## config.mk

```make
export PLATFORM = sky130hd
export DESIGN_NAME = simon_playback_sequencer
export DESIGN_NICKNAME = d
export VERILOG_FILES = /design/src/rtl/simon_playback_sequencer.sv
export SDC_FILE = /design/constraint.sdc
export NUM_CORES = 1
export LEC_CHECK = 0
export BUFFER_PORTS_ARGS = -buffer_cell sky130_fd_sc_hd__buf_2
export CORE_UTILIZATION = 40
export CTS_CLUSTER_DIAMETER = 200
export DETAILED_ROUTE_END_ITERATION = 10
export PLACE_DENSITY_LB_ADDON = 0.12
export SKIP_CTS_REPAIR_TIMING = 1
export SYNTH_ARGS = -nofsm -noshare
export SYNTH_HDL_FRONTEND = slang
export SYNTH_SLANG_ARGS = --single-unit
```

## constraint.sdc

```tcl
create_clock -name clk -period 2.8 [get_ports clk]
set_input_delay 0.42 -clock clk [delete_from_list [all_inputs] [get_ports clk]]
set_output_delay 0.42 -clock clk [all_outputs]
set_load 0.02 [all_outputs]
```

## src/rtl/simon_playback_sequencer.sv

```systemverilog
// simon_playback_sequencer
// Plays the stored Simon pattern sequence onto the game LEDs. When it accepts a
// start pulse it fetches each pattern from the pattern memory in order, shows it
// for ON_CYCLES cycles, blanks the LEDs for GAP_CYCLES cycles, and then returns a
// one-cycle done pulse. It owns the memory read address for the whole playback.
//
// Ports:
//   clk, rst     clock and synchronous active-high reset
//   start        begin playback (sampled only in IDLE)
//   abort        cancel playback, back to IDLE; wins over a simultaneous start
//   seq_len      number of patterns to play, latched on an accepted start
//   mem_rdata    memory read data, valid the cycle after mem_ren
//   mem_ren      memory read enable (FETCH only)
//   mem_raddr    memory read address
//   led_pattern  pattern currently shown, 0 when nothing is shown
//   led_valid    high while led_pattern is shown
//   busy         high in every state except IDLE
//   done         one-cycle pulse when playback completes
module simon_playback_sequencer #(
  parameter int unsigned PAT_WIDTH  = 4,
  parameter int unsigned ADDR_WIDTH = 5,
  parameter int unsigned ON_CYCLES  = 4,
  parameter int unsigned GAP_CYCLES = 2,
  parameter int unsigned CNT_WIDTH  = 8
) (
  input  logic                  clk,
  input  logic                  rst,
  input  logic                  start,
  input  logic                  abort,
  input  logic [ADDR_WIDTH:0]   seq_len,
  input  logic [PAT_WIDTH-1:0]  mem_rdata,
  output logic                  mem_ren,
  output logic [ADDR_WIDTH-1:0] mem_raddr,
  output logic [PAT_WIDTH-1:0]  led_pattern,
  output logic                  led_valid,
  output logic                  busy,
  output logic                  done
);

  localparam int unsigned LEN_W   = ADDR_WIDTH + 1;
  localparam int unsigned MAX_LEN = 2 ** ADDR_WIDTH;

  typedef enum logic [2:0] {
    S_IDLE,
    S_FETCH,
    S_LOAD,
    S_SHOW,
    S_GAP,
    S_DONE
  } state_t;

  state_t                state_q, state_d;
  logic [LEN_W-1:0]      idx_q, idx_d;
  logic [LEN_W-1:0]      len_q, len_d;
  logic [CNT_WIDTH-1:0]  cnt_q, cnt_d;
  logic [PAT_WIDTH-1:0]  pat_q, pat_d;

  logic                  mem_ren_d;
  logic [ADDR_WIDTH-1:0] mem_raddr_d;
  logic [PAT_WIDTH-1:0]  led_pattern_d;
  logic                  led_valid_d;
  logic                  busy_d;
  logic                  done_d;

  logic [LEN_W-1:0]      len_clamp_c;

  // Requested length clamped to the memory depth
  assign len_clamp_c = (seq_len > LEN_W'(MAX_LEN)) ? LEN_W'(MAX_LEN) : seq_len;

  // Next-state, datapath and next-output decode
  always_comb begin
    state_d = state_q;
    idx_d   = idx_q;
    len_d   = len_q;
    cnt_d   = cnt_q;
    pat_d   = pat_q;

    unique case (state_q)
      S_IDLE: begin
        if (start && !abort) begin
          len_d   = len_clamp_c;
          idx_d   = '0;
          state_d = (len_clamp_c == '0) ? S_DONE : S_FETCH;
        end
      end
      S_FETCH: state_d = S_LOAD;
      S_LOAD: begin
        pat_d   = mem_rdata;
        cnt_d   = CNT_WIDTH'(ON_CYCLES - 1);
        state_d = S_SHOW;
      end
      S_SHOW: begin
        if (cnt_q == '0) begin
          cnt_d   = CNT_WIDTH'(GAP_CYCLES - 1);
          state_d = S_GAP;
        end else begin
          cnt_d = cnt_q - CNT_WIDTH'(1);
        end
      end
      S_GAP: begin
        if (cnt_q == '0) begin
          if (idx_q == len_q - LEN_W'(1)) begin
            state_d = S_DONE;
          end else begin
            idx_d   = idx_q + LEN_W'(1);
            state_d = S_FETCH;
          end
        end else begin
          cnt_d = cnt_q - CNT_WIDTH'(1);
        end
      end
      S_DONE:  state_d = S_IDLE;
      default: state_d = S_IDLE;
    endcase

    if (abort && (state_q != S_IDLE)) begin
      state_d = S_IDLE;
    end

    // Outputs are decoded from the next state so the registers track the state
    mem_ren_d     = (state_d == S_FETCH);
    mem_raddr_d   = mem_ren_d ? idx_d[ADDR_WIDTH-1:0] : '0;
    led_valid_d   = (state_d == S_SHOW);
    led_pattern_d = led_valid_d ? pat_d : '0;
    busy_d        = (state_d != S_IDLE);
    done_d        = (state_d == S_DONE);
  end

  // State, datapath and output registers
  always_ff @(posedge clk) begin
    if (rst) begin
      state_q     <= S_IDLE;
      idx_q       <= '0;
      len_q       <= '0;
      cnt_q       <= '0;
      pat_q       <= '0;
      mem_ren     <= 1'b0;
      mem_raddr   <= '0;
      led_pattern <= '0;
      led_valid   <= 1'b0;
      busy        <= 1'b0;
      done        <= 1'b0;
    end else begin
      state_q     <= state_d;
      idx_q       <= idx_d;
      len_q       <= len_d;
      cnt_q       <= cnt_d;
      pat_q       <= pat_d;
      mem_ren     <= mem_ren_d;
      mem_raddr   <= mem_raddr_d;
      led_pattern <= led_pattern_d;
      led_valid   <= led_valid_d;
      busy        <= busy_d;
      done        <= done_d;
    end
  end

endmodule
```

# [After elaboration in Yosys (flattened, before gate mapping)]
# Index checks and enable logic that the tools add are counted.
# W data, S select, Z words.
[totals] regBits=40 output_inout_bits=13 elab_cells=61
[op_classes] n_addsub=3 order_cmp=1 eq_ne=12 mux=16 bitwise=2 reduce_logical=15
[ops] operator="$mux W6" n=4
[ops] operator="$pmux W8 S3" n=1
[ops] operator="$mux W3" n=6
[ops] operator="$mux W8" n=2
[ops] operator="$pmux W3 S5" n=1
[ops] operator="$pmux W6 S2" n=1
[ops] operator="$eq A3 B2 Y1 const B" n=3
[ops] operator="$reduce_bool A3 Y1" n=3
[ops] operator="$logic_not A8 Y1" n=1
[ops] operator="$ne A2 B2 Y1 const B" n=4
[ops] operator="$sub A8 B1 Y8 const B" n=1
[ops] operator="$add A6 B1 Y6 const B" n=1
[ops] operator="$eq A3 B1 Y1 const B" n=2
[ops] operator="$eq A3 B3 Y1 const B" n=2
[ops] operator="$eq A6 B6 Y1" n=1
[ops] operator="$gt A6 B6 Y1 const B" n=1
[ops] operator="$logic_not A6 Y1" n=1
[ops] operator="$sub A6 B1 Y6 const B" n=1
[ops] operator="$mux W4" n=1
[ops] operator="$reduce_and A2 Y1" n=2
[ops] operator="$reduce_and A4 Y1" n=1
[ops] operator="$reduce_or A2 Y1" n=2
[ops] operator="$logic_not A3 Y1" n=1
[ops] operator="$logic_and A1 B1 Y1" n=2
[ops] operator="other kinds (3)" n=4

# [Longest topological paths before layout]
# Gate-level depths: netlist of the first run.
[logic_depth] ltp_word=10 depth_mapped=8 ltp_nobuf=8

# [Least setup slack after synthesis of the first run]
# OpenSTA, ideal clock, no wires.
[synth_path] kind="reg-to-reg" startpoint="reg len_q[0]" endpoint="reg idx_q[1]" arrival_ns=1.860 required_time_ns=2.672 slack_ns=0.813 stages_incl_launch_ff=9 n_path_buf=0 synth_period_minus_slack_ns=1.987 path_cell_list="dfxtp_1 inv_1 ha_1 and2_1 a211o_1 a32o_1 a21boi_2 mux2i_1 nor2_1"
[synth_between] elab_chain_len=5
[synth_lines] item="start, declared" line_no="54" text="logic [LEN_W-1:0] len_q, len_d;"
[synth_lines] item="start signal, assigned" line_no="146" text="len_q <= len_d;"
[synth_lines] item="$sub A6 B1 Y6" line_no="102" text="if (idx_q == len_q - LEN_W'(1)) begin"
[synth_lines] item="$eq A6 B6 Y1" line_no="102"
[synth_lines] item="$mux W6" line_no="102"
[synth_lines] item="$mux W6" line_no="101" text="if (cnt_q == '0) begin"
[synth_lines] item="$pmux W6 S2" line_no="78" text="unique case (state_q)"
[synth_lines] item="end signal, assigned" line_no="145" text="idx_q <= idx_d;"
[synth_lines] item="end, declared" line_no="53" text="logic [LEN_W-1:0] idx_q, idx_d;"
# No other way between the ends. The select of a mux whose other input is x is not followed.
# A chain may end at the register's enable or synchronous reset.

# [Worst setup path in the final report of the first run]
[layout_path] startpoint="reg len_q[0]" endpoint="reg mem_raddr[0]"
[layout_between] elab_chain_len=9 word_cells_on_any_way=12 cone_classes="add/sub: 1; eq/ne: 2; mux: 7; bitwise: 1; reduce/logical: 1"
[layout_lines] item="$sub A6 B1 Y6 *" line_no="102"
[layout_lines] item="$eq A6 B6 Y1 *" line_no="102"
[layout_lines] item="$mux W3" line_no="102"
[layout_lines] item="$mux W3" line_no="101"
[layout_lines] item="$pmux W3 S5" line_no="78"
[layout_lines] item="$mux W3" line_no="116" text="if (abort && (state_q != S_IDLE)) begin"
[layout_lines] item="$eq A3 B1 Y1" line_no="121" text="mem_ren_d = (state_d == S_FETCH);"
[layout_lines] item="$not A1 Y1 (no line)"
[layout_lines] item="$reduce_or A2 Y1 (no line)"
[layout_lines] item="end signal, assigned" line_no="150" text="mem_raddr <= mem_raddr_d;"
[layout_lines] item="end, declared" line_no="33" text="output logic [ADDR_WIDTH-1:0] mem_raddr,"
# Mark *: on every way between the ends. The rest lies on a longest branch, timed or not. The select of a mux whose other input is x is not followed.

==> results of run 1 <==
-- placed cells by master, fill, tap and decap left out, types with 2 or more instances in the layout --
master,instances
sky130_fd_sc_hd__dfxtp_1,40
sky130_fd_sc_hd__nor2_1,28
sky130_fd_sc_hd__buf_2,26
sky130_fd_sc_hd__nand2_1,18
sky130_fd_sc_hd__a21oi_1,18
sky130_fd_sc_hd__nor3_1,10
sky130_fd_sc_hd__inv_1,7
sky130_fd_sc_hd__xor2_1,7
sky130_fd_sc_hd__mux2i_1,7
sky130_fd_sc_hd__nand3b_1,6
sky130_fd_sc_hd__o21ai_0,5
sky130_fd_sc_hd__nand4_1,5
sky130_fd_sc_hd__nor2b_1,5
sky130_fd_sc_hd__clkbuf_8,5
sky130_fd_sc_hd__xnor2_1,4
sky130_fd_sc_hd__and2_1,3
sky130_fd_sc_hd__o21a_1,3
sky130_fd_sc_hd__nand3_1,3
sky130_fd_sc_hd__ha_1,3
sky130_fd_sc_hd__or4_1,2
sky130_fd_sc_hd__a211o_1,2
sky130_fd_sc_hd__nor4_1,2
sky130_fd_sc_hd__o211ai_1,2
-- metal layers --
metal  vias up  track usage  wire length (um)
met5         -            0                 0
met4         0       0.0748                70
met3         6       0.0433               163
met2        26        0.244              1500
met1       682        0.236              2070
li1        816            -                 -
-- cell type report --
| class | count | share of cell area |
|---|---|---|
| inverters | 7 | 0.0122 |
| well taps | 52 | 0.0301 |
| clock buffers | 5 | 0.0318 |
| repair buffers | 27 | 0.0637 |
| multi-input cells | 159 | 0.472 |
| clock inverters | 3 | 0.0197 |
| flip-flops and latches | 40 | 0.371 |
-- cell families after synthesis --
group	Yosys count	share of synthesized area
flip-flops	40	0.426
adder cells (fa/ha/maj)	3	0.0200
XOR/XNOR	11	0.0513
multiplexers	7	0.0373
AO/OA/AOI/OAI	42	0.157
buffers and inverters	15	0.0306
AND/OR/NAND/NOR	96	0.278
-- worst max-delay path, stage by stage, from the launching register on --
cell and delay (ns):
sky130_fd_sc_hd__dfxtp_1 0.40, sky130_fd_sc_hd__inv_1 0.06, sky130_fd_sc_hd__ha_1 0.23, sky130_fd_sc_hd__and2_1 0.19, sky130_fd_sc_hd__a211o_1 0.31, sky130_fd_sc_hd__a32o_1 0.27, sky130_fd_sc_hd__a21boi_2 0.26, sky130_fd_sc_hd__mux2i_1 0.26
sky130_fd_sc_hd__nor2b_1 0.15
-- stage by stage --
stage / hold WS [ns] / utilization / instance area [sq um] / instances
after floorplan: 0.449 / - / 1880 / 214
after global placement: 0.468 / 0.461 / 2050 / 285
after detailed placement: 0.467 / 0.461 / 2050 / 285
after CTS: 0.390 / 0.486 / 2160 / 293
after global routing: 0.406 / 0.486 / 2160 / 293
final: 0.393 / 0.486 / 2160 / 293
-- registers in the layout, indices dropped and copies added, names as in the netlist --
register / count
busy: 1
cnt_q: 8
done: 1
idx_q: 6
led_pattern: 4
led_valid: 1
len_q: 6
mem_raddr: 5
mem_ren: 1
pat_q: 4
state_q: 3
-- cells in the mapped netlist, types with 2 or more instances --
cell,instances,share of area
sky130_fd_sc_hd__o21a_1,3,0.012
sky130_fd_sc_hd__and2_1,3,0.010
sky130_fd_sc_hd__nand2_1,18,0.036
sky130_fd_sc_hd__or4_1,2,0.0080
sky130_fd_sc_hd__nor4_1,2,0.0067
sky130_fd_sc_hd__xor2_1,7,0.033
sky130_fd_sc_hd__ha_1,3,0.020
sky130_fd_sc_hd__dfxtp_1,40,0.43
sky130_fd_sc_hd__inv_1,7,0.014
sky130_fd_sc_hd__nor3_1,10,0.027
sky130_fd_sc_hd__nor2_1,28,0.056
sky130_fd_sc_hd__a211o_1,2,0.0093
sky130_fd_sc_hd__clkbuf_1,7,0.014
sky130_fd_sc_hd__nand3b_1,6,0.024
sky130_fd_sc_hd__a21oi_1,18,0.048
sky130_fd_sc_hd__o21ai_0,5,0.013
sky130_fd_sc_hd__nand3_1,3,0.0080
sky130_fd_sc_hd__xnor2_1,4,0.019
sky130_fd_sc_hd__nor2b_1,5,0.017
sky130_fd_sc_hd__mux2i_1,7,0.037
sky130_fd_sc_hd__nand4_1,5,0.017
sky130_fd_sc_hd__o211ai_1,2,0.0080
-- path summary, 6_finish.rpt --
path	cells past startpoint	to	slack, ns	from
max	8	mem_raddr[0]$_SDFF_PP0_	0.59	len_q[0]$_SDFFE_PP0P_
min	3	pat_q[0]$_SDFF_PP0_	0.39	mem_rdata[0]
max reg2reg	8	mem_raddr[0]$_SDFF_PP0_	0.59	len_q[0]$_SDFFE_PP0P_
min reg2reg	2	len_q[5]$_SDFFE_PP0P_	0.48	len_q[5]$_SDFFE_PP0P_
-- power by group through the flow --
stage	Combinational, uW	Clock, uW	Sequential (uW)
floorplan	83.9	0	603
global placement	115	0	604
detailed placement	115	0	604
CTS	116	488	591
global route	129	515	593
finish	115	471	591
==> qor.txt, run 1 <==
FLOORPLAN
---------------------------------------------------------------------------------------
Die width ................................................................      70.5 um
Area of the placeable core ............................................... 0.00444 sq mm
Initial core utilization .................................................        0.423
Row Count ................................................................           24
Die area ................................................................. 0.00497 sq mm
I/O pin count ............................................................           27
Vertical die dimension ...................................................      70.5 um

ROUTING
---------------------------------------------------------------------------------------
WL final .................................................................      3800 um
WL per Instance ..........................................................      13.0 um
Via/cell ratio ...........................................................         5.22
Pre-antenna DRT Iters ....................................................            7
Final routed DRC violation total .........................................            6
Number of nets with antenna violations after detailed routing ............            0
Detailed-route via count .................................................         1530
Number of violations reported at the end of detailed-routing iteration 0 .           48

STA
---------------------------------------------------------------------------------------
Number of pins with negative max-slew slack in the final report ..........            0
Setup WS post-layout .....................................................     0.589 ns
Slew of the pin with the lowest slew margin ..............................     0.586 ns
Setup skew after layout ..................................................   0.00337 ns
Final Hold Fails .........................................................            0
Final clock period utilization by the worst path .........................        0.790
Setup violations, final ..................................................            0
Minimum clock period .....................................................      2.21 ns
RSZ-0062 raised after global routing .....................................           no
Highest achievable clock rate ............................................    0.452 GHz
Setup total negative slack ...............................................         0 ns
Worst-case headroom to the max-slew limit ................................        0.606

JOB
---------------------------------------------------------------------------------------
Maximum capacitance violations ...........................................            0

PLACED DESIGN
---------------------------------------------------------------------------------------
DP Worst Slack ...........................................................     0.641 ns
Placed wire-length estimate ..............................................      2720 um
Last weighted congestion value of the routability-driven placer ..........        0.848
Number of I/O port buffers ...............................................           26

WORST SETUP PATH
---------------------------------------------------------------------------------------
Sort of element at the end of the critical path ..........................     register
Maximum fanout encountered on the critical timing path ...................            5
Worst setup path category ................................................ register to register
Data arrival time at the worst-slack endpoint ............................      2.44 ns
Critical path required time ..............................................      3.03 ns
Kind of start point of the critical path .................................     register

SYNTHESIS
---------------------------------------------------------------------------------------
Netlist cell types .......................................................           49
Post-synth EDFFs .........................................................            0
Average footprint of a synthesized cell ..................................   8.78 sq um
Async set or reset register ratio after synthesis ........................            0
Instance count of the mapped netlist .....................................          214
Number of nets in the synthesized netlist ................................          231
Mapped Area .............................................................. 0.00188 sq mm
Register area share after synthesis ......................................        0.426
Synth warn ...............................................................            0
Commonest register cell after synthesis .................................. sky130_fd_sc_hd__dfxtp_1
Flip-flop and latch count after synthesis ................................           40

POWER
---------------------------------------------------------------------------------------
Leakage power summed over all cells ......................................  0.000854 uW
Total power of the final layout ..........................................      1180 uW
Cell internal power dissipation ..........................................       887 uW
IR Drop Worst-Case VDD ...................................................   0.000256 V
Share of total power in sequential cells .................................        0.502
Combinational Power Share ................................................        0.098
Proportion of power drawn by the clock network ...........................        0.400
Power density over cell area .............................................  545 mW/mm^2
Switching Share ..........................................................        0.246
Net switching power figure ...............................................       290 uW

CLOCK TREE
---------------------------------------------------------------------------------------
Maximum level of the CTS H-tree ..........................................            2
Clock tree from TritonCTS ................................................          yes
Clock Sink Count .........................................................           40
Max Buffers Root-to-Sink .................................................            2
Num CTS Buffers ..........................................................            5
Clock root cell .......................................................... sky130_fd_sc_hd__clkbuf_8
Worst skew pair latency ..................................................      0.29 ns
Clk slew on worst S/H paths ..............................................      0.08 ns

FINAL LAYOUT
---------------------------------------------------------------------------------------
Layout Area Growth over Synthesis ........................................        15.1%
Diode insertion count for antenna repair .................................            0
Fill cell count ..........................................................          439
Area of the multi-input gates ............................................ 0.00102 sq mm
Net count of the finished layout .........................................          257
Share of post-route cells with drive strength above 1 ....................        0.195
Area taken by flip-flops and latches .....................................    801 sq um

GLOBAL ROUTING
---------------------------------------------------------------------------------------
Number of antenna violations at the first check in global routing ........            0
Vias in the first global route ...........................................         1455
Largest net degree at the start of global routing ........................           26
Combined global-route utilization of all metal layers ....................        0.168
GRT overflow .............................................................            0
Wire length of the first global-routing pass .............................      6560 um

STATUS
---------------------------------------------------------------------------------------
Failing checks ...........................................................          DRC
Outcome .................................................................. complete, but fails checks

HOLD PATH
---------------------------------------------------------------------------------------
Hold crit path type ...................................................... input port to register

Note: power is estimated with default switching activity, not from simulation.
==> inputs of run 2 (changes only) <==
Settings changed: ABC_AREA set to 1.
Clock period 2.8 ns to 2.32 ns, I/O delays scaled along.
==> qor.txt, run 2 <==
ROUTING
---------------------------------------------------------------------------------------
Detailed-route via count .................................................         1618   +5.8%
Via/cell ratio ...........................................................         4.58   -12%
Final routed DRC violation total .........................................            0   -6
WL final .................................................................      3820 um   +0.45%
WL per Instance ..........................................................      10.8 um   -17%
Number of violations reported at the end of detailed-routing iteration 0 .           73   +52%
Pre-antenna DRT Iters ....................................................            4   -3
Number of nets with antenna violations after detailed routing ............            0   unchanged

STA
---------------------------------------------------------------------------------------
Setup violations, final ..................................................            0   unchanged
Final clock period utilization by the worst path .........................        0.797   +0.00788
Setup skew after layout ..................................................   0.00405 ns   +0.000681 ns
Slew of the pin with the lowest slew margin ..............................     0.407 ns   -0.179 ns
Minimum clock period .....................................................      1.85 ns   -0.361 ns
RSZ-0062 raised after global routing .....................................           no
Setup total negative slack ...............................................         0 ns   unchanged
Highest achievable clock rate ............................................    0.541 GHz   +19%
Number of pins with negative max-slew slack in the final report ..........            0   unchanged
Worst-case headroom to the max-slew limit ................................        0.729   +0.122
Final Hold Fails .........................................................            0   unchanged

SYNTHESIS
---------------------------------------------------------------------------------------
Mux contribution to synthesized area .....................................       0.0201   -0.0172
Flip-flop and latch count after synthesis ................................           40   unchanged
Post-synthesis xor/xnor area fraction ....................................       0.0352   -0.0161
Instance count of the mapped netlist .....................................          255   +19%
Simple-gate share of the synthesized area ................................        0.362   +0.0847
Mapped Area .............................................................. 0.00199 sq mm   +5.9%
Synth warn ...............................................................            0   unchanged
Most area-hungry cell type in the Yosys netlist .......................... sky130_fd_sc_hd__dfxtp_1
Average footprint of a synthesized cell ..................................   7.80 sq um   -11%
Area share of the leading cell type in the synthesized netlist ...........        0.403   -0.0236
Main combinational cell family by area after synthesis ................... simple AND/OR/NAND/NOR gates
Main area contributors after synthesis ................................... sky130_fd_sc_hd__dfxtp_1 (40%), sky130_fd_sc_hd__nand2_1 (7.9%), sky130_fd_sc_hd__nor2_1 (6.8%)
Async set or reset register ratio after synthesis ........................            0   unchanged
Number of nets in the synthesized netlist ................................          272   +18%
Post-synth EDFFs .........................................................            0   unchanged
Commonest register cell after synthesis .................................. sky130_fd_sc_hd__dfxtp_1
Netlist cell types .......................................................           35   -29%
Compound-gate portion of the synthesized area ............................       0.0875   -0.0691
Synthesized-area fraction occupied by adder cells ........................       0.0189   -0.00111
Register area share after synthesis ......................................        0.403   -0.0236
Most numerous cell in the Yosys netlist .................................. sky130_fd_sc_hd__nand2_1
Commonest cells in the netlist ........................................... sky130_fd_sc_hd__nand2_1 (42), sky130_fd_sc_hd__dfxtp_1 (40), sky130_fd_sc_hd__nor2_1 (36), sky130_fd_sc_hd__inv_1 (25), sky130_fd_sc_hd__nand3_1 (16)

FLOORPLAN
---------------------------------------------------------------------------------------
Die area ................................................................. 0.00526 sq mm   +5.7%
Die width ................................................................      72.5 um   +2.8%
Area of the placeable core ............................................... 0.00475 sq mm   +7.0%
Vertical die dimension ...................................................      72.5 um   +2.8%
Row Count ................................................................           25   +4.2%
I/O pin count ............................................................           27   unchanged
Initial core utilization .................................................        0.418   -0.00442

PLACED DESIGN
---------------------------------------------------------------------------------------
Placed wire-length estimate ..............................................      2820 um   +3.8%
Number of I/O port buffers ...............................................           26   unchanged
Last weighted congestion value of the routability-driven placer ..........        0.798   -5.8%
# placed instances .......................................................          345   +21%

FINAL LAYOUT
---------------------------------------------------------------------------------------
Non-filler cells in the finished layout ..................................          353   +20%
Most flop-heavy register .................................................        cnt_q
Top library cells by usage in the layout, fill and taps aside ............ sky130_fd_sc_hd__nand2_1 (42), sky130_fd_sc_hd__dfxtp_1 (40), sky130_fd_sc_hd__nor2_1 (36), sky130_fd_sc_hd__buf_2 (26), sky130_fd_sc_hd__inv_1 (25)
Share of post-route cells with drive strength above 1 ....................        0.280   +0.0847
Finished Core Util .......................................................        0.481   -0.00515
Largest register FFs .....................................................            8   unchanged
Commonest non-fill, non-tap cell in the layout ........................... sky130_fd_sc_hd__nand2_1
Layout Area Growth over Synthesis ........................................        15.0%   about the same
Net count of the finished layout .........................................          302   +18%
Diode insertion count for antenna repair .................................            0   unchanged
Largest registers ........................................................ cnt_q (8), idx_q (6), len_q (6)

GLOBAL ROUTING
---------------------------------------------------------------------------------------
Largest net degree at the start of global routing ........................           20   -23%
Vias in the first global route ...........................................         1459   +0.27%
GRT overflow .............................................................            0   unchanged
Number of antenna violations at the first check in global routing ........            0   unchanged
Wire length of the first global-routing pass .............................      6620 um   +1.1%
Combined global-route utilization of all metal layers ....................        0.164   -0.00492

WORST SETUP PATH
---------------------------------------------------------------------------------------
Maximum fanout encountered on the critical timing path ...................            7   +2
Critical R2R Capture ..................................................... mem_raddr[2]$_SDFF_PP0_
Worst setup path category ................................................ register to register
Sort of element at the end of the critical path ..........................     register
Critical path required time ..............................................      2.51 ns   -0.52 ns
Data arrival time at the worst-slack endpoint ............................      2.04 ns   -0.40 ns
Worst Reg-to-Reg Cells ...................................................           11   +3
Kind of start point of the critical path .................................     register
R2R Setup Slk ............................................................      0.47 ns   -0.12 ns
Startpoint of the worst-slack reg-to-reg timing path ..................... cnt_q[0]$_SDFFE_PP0P_

POWER
---------------------------------------------------------------------------------------
Power density over cell area .............................................  744 mW/mm^2   +37%
Leakage power summed over all cells ......................................   0.00106 uW   +24%
IR Drop Worst-Case VDD ...................................................   0.000404 V   +58%

CLOCK TREE
---------------------------------------------------------------------------------------
Num CTS Buffers ..........................................................            5   unchanged
Clock Sink Count .........................................................           40   unchanged
Clock root cell .......................................................... sky130_fd_sc_hd__clkbuf_8
Clk slew on worst S/H paths ..............................................      0.08 ns   about the same
Worst skew pair latency ..................................................      0.29 ns   about the same
Clock tree from TritonCTS ................................................          yes
Max Buffers Root-to-Sink .................................................            2   unchanged
Maximum level of the CTS H-tree ..........................................            2   unchanged

HOLD PATH
---------------------------------------------------------------------------------------
Worst min-delay path startpoint ..........................................   seq_len[3]
Hold crit path type ...................................................... input port to register
End point of the most critical hold path ................................. len_q[3]$_SDFFE_PP0P_
Worst hold path stage count ..............................................            3   unchanged

JOB
---------------------------------------------------------------------------------------
Maximum capacitance violations ...........................................            0   unchanged

STATUS
---------------------------------------------------------------------------------------
Outcome .................................................................. finished clean

run 2: routing by layer:
| metal | global-route usage | up-vias | part of all wire |
|---|---|---|---|
| li1 | - | 867 | - |
| met1 | 0.226 | 718 | 0.51 |
| met2 | 0.246 | 27 | 0.43 |
| met3 | 0.0375 | 6 | 0.035 |
| met4 | 0.0654 | 0 | 0.017 |
| met5 | 0 | - | 0 |
run 2: through the flow:
step                area [sq um]  setup slack, ns  hold WS (ns)  total power, uW
floorplan                   1990            0.650         0.452             1140
global placement            2190            0.508         0.471             1230
detailed placement          2190            0.471         0.473             1220
CTS                         2290            0.464         0.303             1710
global route                2290            0.322         0.310             1800
finish                      2290            0.470         0.303             1700
run 2: worst max path at each step:
stage	from	cells after the start	slack [ns]	to
finish	cnt_q[0]$_SDFFE_PP0P_	11	0.47	mem_raddr[2]$_SDFF_PP0_
detailed placement	cnt_q[0]$_SDFFE_PP0P_	11	0.47	mem_raddr[2]$_SDFF_PP0_
CTS	cnt_q[0]$_SDFFE_PP0P_	11	0.46	mem_raddr[2]$_SDFF_PP0_
floorplan	len_q[0]$_SDFFE_PP0P_	13	0.65	mem_raddr[2]$_SDFF_PP0_
global placement	len_q[0]$_SDFFE_PP0P_	13	0.51	mem_raddr[2]$_SDFF_PP0_
global route	len_q[0]$_SDFFE_PP0P_	13	0.32	mem_raddr[3]$_SDFF_PP0_
run 2: cells by family after synthesis:
logic type      count (synthesis)
mux                             4
simple gates                  137
compound gates                 26
buf+inv                        37
fa+ha+maj                       3
flops                          40
xor+xnor                        8
run 2: cell type report:
type / instances / area [sq um]
sequential: 40 / 801
tap: 67 / 83.8
clock buffer: 6 / 82.6
clock inverter: 2 / 15.0
inverter: 34 / 133
timing repair buffer: 26 / 130
fill: 506 / 2470
multi-input combinational: 178 / 1040
run 2: where the power goes:
group / total [uW] / internal (uW) / switching, uW / leakage (uW)
combinational: 450 / 159 / 291 / 0.000693
sequential: 759 / 730 / 29.5 / 0.000324
clock: 492 / 241 / 252 / 0.0000434
total: 1700 / 1130 / 573 / 0.00106
run 2: critical path, stage by stage, from the launching register on:
cell and delay [ns]:
sky130_fd_sc_hd__dfxtp_1 0.30, sky130_fd_sc_hd__inv_1 0.10, sky130_fd_sc_hd__ha_1 0.24, sky130_fd_sc_hd__nand3_2 0.14, sky130_fd_sc_hd__nor2_8 0.22, sky130_fd_sc_hd__inv_2 0.07
sky130_fd_sc_hd__nor2_1 0.30, sky130_fd_sc_hd__a31oi_4 0.07, sky130_fd_sc_hd__nand2_4 0.10, sky130_fd_sc_hd__nand2_4 0.05, sky130_fd_sc_hd__nand2_4 0.12, sky130_fd_sc_hd__nor2_2 0.04
==> inputs of run 3 (changes only) <==
Settings changed: ABC_AREA 1 to 0.
Clock period 2.32 ns to 1.71 ns, I/O delays scaled along.
==> qor.txt, run 3 (synthesis gave the netlist of run 1 again) <==
STATUS
---------------------------------------------------------------------------------------
Outcome .................................................................. complete, but fails checks
Failing checks ........................................................... setup timing

WORST SETUP PATH
---------------------------------------------------------------------------------------
Kind of start point of the critical path .................................     register
Critical R2R Capture ..................................................... idx_q[5]$_SDFFE_PP0P_
Sort of element at the end of the critical path ..........................     register
Data arrival time at the worst-slack endpoint ............................      2.18 ns   +0.14 ns
Worst setup path category ................................................ register to register
Slowest cell on crit path ................................................ sky130_fd_sc_hd__or4_4
Slowest Stage Delay on Critical Path .....................................      0.54 ns   +0.24 ns
R2R Setup Slk ............................................................     -0.28 ns   -0.75 ns
Startpoint of the worst-slack reg-to-reg timing path ..................... len_q[1]$_SDFFE_PP0P_
CP bufs+invs .............................................................            1   -1
Maximum fanout encountered on the critical timing path ...................            4   -3
Worst Reg-to-Reg Cells ...................................................            7   -4
Critical path required time ..............................................      1.91 ns   -0.60 ns
Critical-path cell list .................................................. or4_4 -> o21a_1 -> o2111a_2 -> a21boi_4 -> buf_4 -> and3_1 -> o21ai_1
Family of cells with the greatest summed delay on the critical path ...... compound AO/OA/AOI/OAI gates

FLOORPLAN
---------------------------------------------------------------------------------------
Vertical die dimension ...................................................      70.5 um   -2.7%
Die area ................................................................. 0.00497 sq mm   -5.4%
Die width ................................................................      70.5 um   -2.7%
Initial core utilization .................................................        0.423   +0.00442
Area of the placeable core ............................................... 0.00444 sq mm   -6.5%
Row Count ................................................................           24   -4.0%
I/O pin count ............................................................           27   unchanged

GLOBAL ROUTING
---------------------------------------------------------------------------------------
Largest net degree at the start of global routing ........................           16   -20%
Combined global-route utilization of all metal layers ....................        0.190   +0.0264
Wire length of the first global-routing pass .............................      7320 um   +11%
GRT overflow .............................................................            0   unchanged
Number of antenna violations at the first check in global routing ........            0   unchanged
Vias in the first global route ...........................................         1590   +9.0%

STA
---------------------------------------------------------------------------------------
RSZ-0062 raised after global routing .....................................          yes
Final clock period utilization by the worst path .........................         1.16   +0.364
Setup skew after layout ..................................................   0.00518 ns   +0.00113 ns
Setup violations, final ..................................................           22   +22
Minimum clock period .....................................................      1.99 ns   +0.136 ns
Final Hold Fails .........................................................            0   unchanged
Highest achievable clock rate ............................................    0.504 GHz   -6.8%
Worst-case headroom to the max-slew limit ................................        0.745   +0.0162
Slew of the pin with the lowest slew margin ..............................     0.379 ns   -0.0272 ns
Number of pins with negative max-slew slack in the final report ..........            0   unchanged
Setup total negative slack ...............................................     -3.26 ns   -3.26 ns
Setup WS post-layout .....................................................    -0.276 ns   -0.746 ns

FINAL LAYOUT
---------------------------------------------------------------------------------------
Diode insertion count for antenna repair .................................            0   unchanged
Top library cells by usage in the layout, fill and taps aside ............ sky130_fd_sc_hd__buf_4 (51), sky130_fd_sc_hd__dfxtp_1 (35), sky130_fd_sc_hd__nor2_1 (27), sky130_fd_sc_hd__buf_2 (26), sky130_fd_sc_hd__nand2_1 (16)
Largest register FFs .....................................................            8   unchanged
Net count of the finished layout .........................................          311   +3.0%
Share of post-route cells with drive strength above 1 ....................        0.464   +0.185
Finished Core Util .......................................................        0.621   +0.140
Largest registers ........................................................ cnt_q (8), idx_q (6), len_q (6)
Commonest non-fill, non-tap cell in the layout ........................... sky130_fd_sc_hd__buf_4
Most flop-heavy register .................................................        cnt_q
Layout Area Growth over Synthesis ........................................        46.9%

POWER
---------------------------------------------------------------------------------------
Switching Share ..........................................................        0.261   -0.0750
Combinational Power Share ................................................        0.166   -0.098
Leakage power summed over all cells ......................................   0.00116 uW   +9.5%
Power density over cell area .............................................  768 mW/mm^2   +3.2%
Proportion of power drawn by the clock network ...........................        0.380   +0.091
Net switching power figure ...............................................       554 uW   -3.2%
Share of total power in sequential cells .................................        0.454   +0.008
IR Drop Worst-Case VDD ...................................................   0.000617 V   +53%
Cell internal power dissipation ..........................................      1560 uW   +39%

PLACED DESIGN
---------------------------------------------------------------------------------------
Last weighted congestion value of the routability-driven placer ..........        0.798   about the same
Number of I/O port buffers ...............................................           26   unchanged
Placed wire-length estimate ..............................................      3290 um   +17%

ROUTING
---------------------------------------------------------------------------------------
WL final .................................................................      4590 um   +20%
Pre-antenna DRT Iters ....................................................            4   unchanged
Via/cell ratio ...........................................................         5.14   +12%
Final routed DRC violation total .........................................            0   unchanged
Number of violations reported at the end of detailed-routing iteration 0 .           99   +36%
Number of nets with antenna violations after detailed routing ............            0   unchanged
WL per Instance ..........................................................      13.2 um   +22%
Detailed-route via count .................................................         1785   +10%

CLOCK TREE
---------------------------------------------------------------------------------------
Maximum level of the CTS H-tree ..........................................            2   unchanged
Clock root cell .......................................................... sky130_fd_sc_hd__clkbuf_8
Clock tree from TritonCTS ................................................          yes
Worst skew pair latency ..................................................      0.30 ns   about the same
Clock Sink Count .........................................................           40   unchanged
Clk slew on worst S/H paths ..............................................      0.08 ns   about the same
Max Buffers Root-to-Sink .................................................            2   unchanged
Num CTS Buffers ..........................................................            5   unchanged

HOLD PATH
---------------------------------------------------------------------------------------
Hold crit path type ...................................................... input port to register
End point of the most critical hold path ................................. pat_q[2]$_SDFF_PP0_
Worst min-delay path startpoint .......................................... mem_rdata[2]
Worst hold path stage count ..............................................            3   unchanged

JOB
---------------------------------------------------------------------------------------
Maximum capacitance violations ...........................................            0   unchanged

run 3: changes by cell type in the layout (fill, tap and decap cells not counted), moves of 6 or more:
cell,before,now
sky130_fd_sc_hd__nor2_2,12,1
sky130_fd_sc_hd__nor2_1,36,27
sky130_fd_sc_hd__inv_1,25,5
sky130_fd_sc_hd__nand3_1,16,1
sky130_fd_sc_hd__nand2_2,7,1
sky130_fd_sc_hd__buf_4,0,51
sky130_fd_sc_hd__a21oi_2,1,7
sky130_fd_sc_hd__nand2_1,42,16
run 3: power by group through the flow:
stage	Sequential, uW	Clock [uW]	Combinational, uW
after floorplan	989	0	152
after global placement	984	0	286
after detailed placement	984	0	286
after CTS	962	829	288
after global routing	966	875	381
final	963	805	351
run 3: how the worst max path moves through the flow:
stage,from,to,slack [ns],cells past startpoint
floorplan,len_q[1]$_SDFFE_PP0P_,idx_q[1]$_SDFF_PP0_,-0.21,6
global placement,len_q[1]$_SDFFE_PP0P_,mem_raddr[1]$_SDFF_PP0_,-0.29,6
detailed placement,len_q[1]$_SDFFE_PP0P_,mem_raddr[0]$_SDFF_PP0_,-0.31,6
CTS,len_q[1]$_SDFFE_PP0P_,mem_raddr[0]$_SDFF_PP0_,-0.33,6
global route,len_q[1]$_SDFFE_PP0P_,mem_raddr[4]$_SDFF_PP0_,-0.38,6
finish,len_q[1]$_SDFFE_PP0P_,idx_q[5]$_SDFFE_PP0P_,-0.28,7
run 3: area by class of cell:
class | instances | area, sq um
multi-input cells | 159 | 1190
repair buffers | 81 | 558
clock buffers | 5 | 68.8
fillers | 378 | 1690
well taps | 52 | 65.1
flip-flops and latches | 40 | 807
inverters | 7 | 26.3
clock inverters | 3 | 46.3
run 3: layer usage:
metal | track usage | up-vias | routed length (um)
li1 | - | 914 | -
met1 | 0.266 | 831 | 2250
met2 | 0.285 | 33 | 2100
met3 | 0.0447 | 7 | 175
met4 | 0.0680 | 0 | 65
met5 | 0 | - | 0
run 3: worst register-to-register path: stages (launching register included):
cell	delay, ns
sky130_fd_sc_hd__dfxtp_2	0.34
sky130_fd_sc_hd__or4_4	0.54
sky130_fd_sc_hd__o21a_1	0.20
sky130_fd_sc_hd__o2111a_2	0.29
sky130_fd_sc_hd__a21boi_4	0.18
sky130_fd_sc_hd__buf_4	0.14
sky130_fd_sc_hd__and3_1	0.14
sky130_fd_sc_hd__o21ai_1	0.05
run 3: per-stage QoR:
stage                     std cells  total power, uW  setup WS, ns  hold slack [ns]  instance area (sq um)
after global placement          333             1270        -0.292            0.457                   2450
after CTS                       341             2080        -0.326            0.208                   2570
after global routing            347             2220        -0.383            0.214                   2760
after floorplan                 214             1140        -0.210            0.392                   1930
after detailed placement        333             1270        -0.308            0.467                   2450
final                           347             2120        -0.276            0.217                   2760
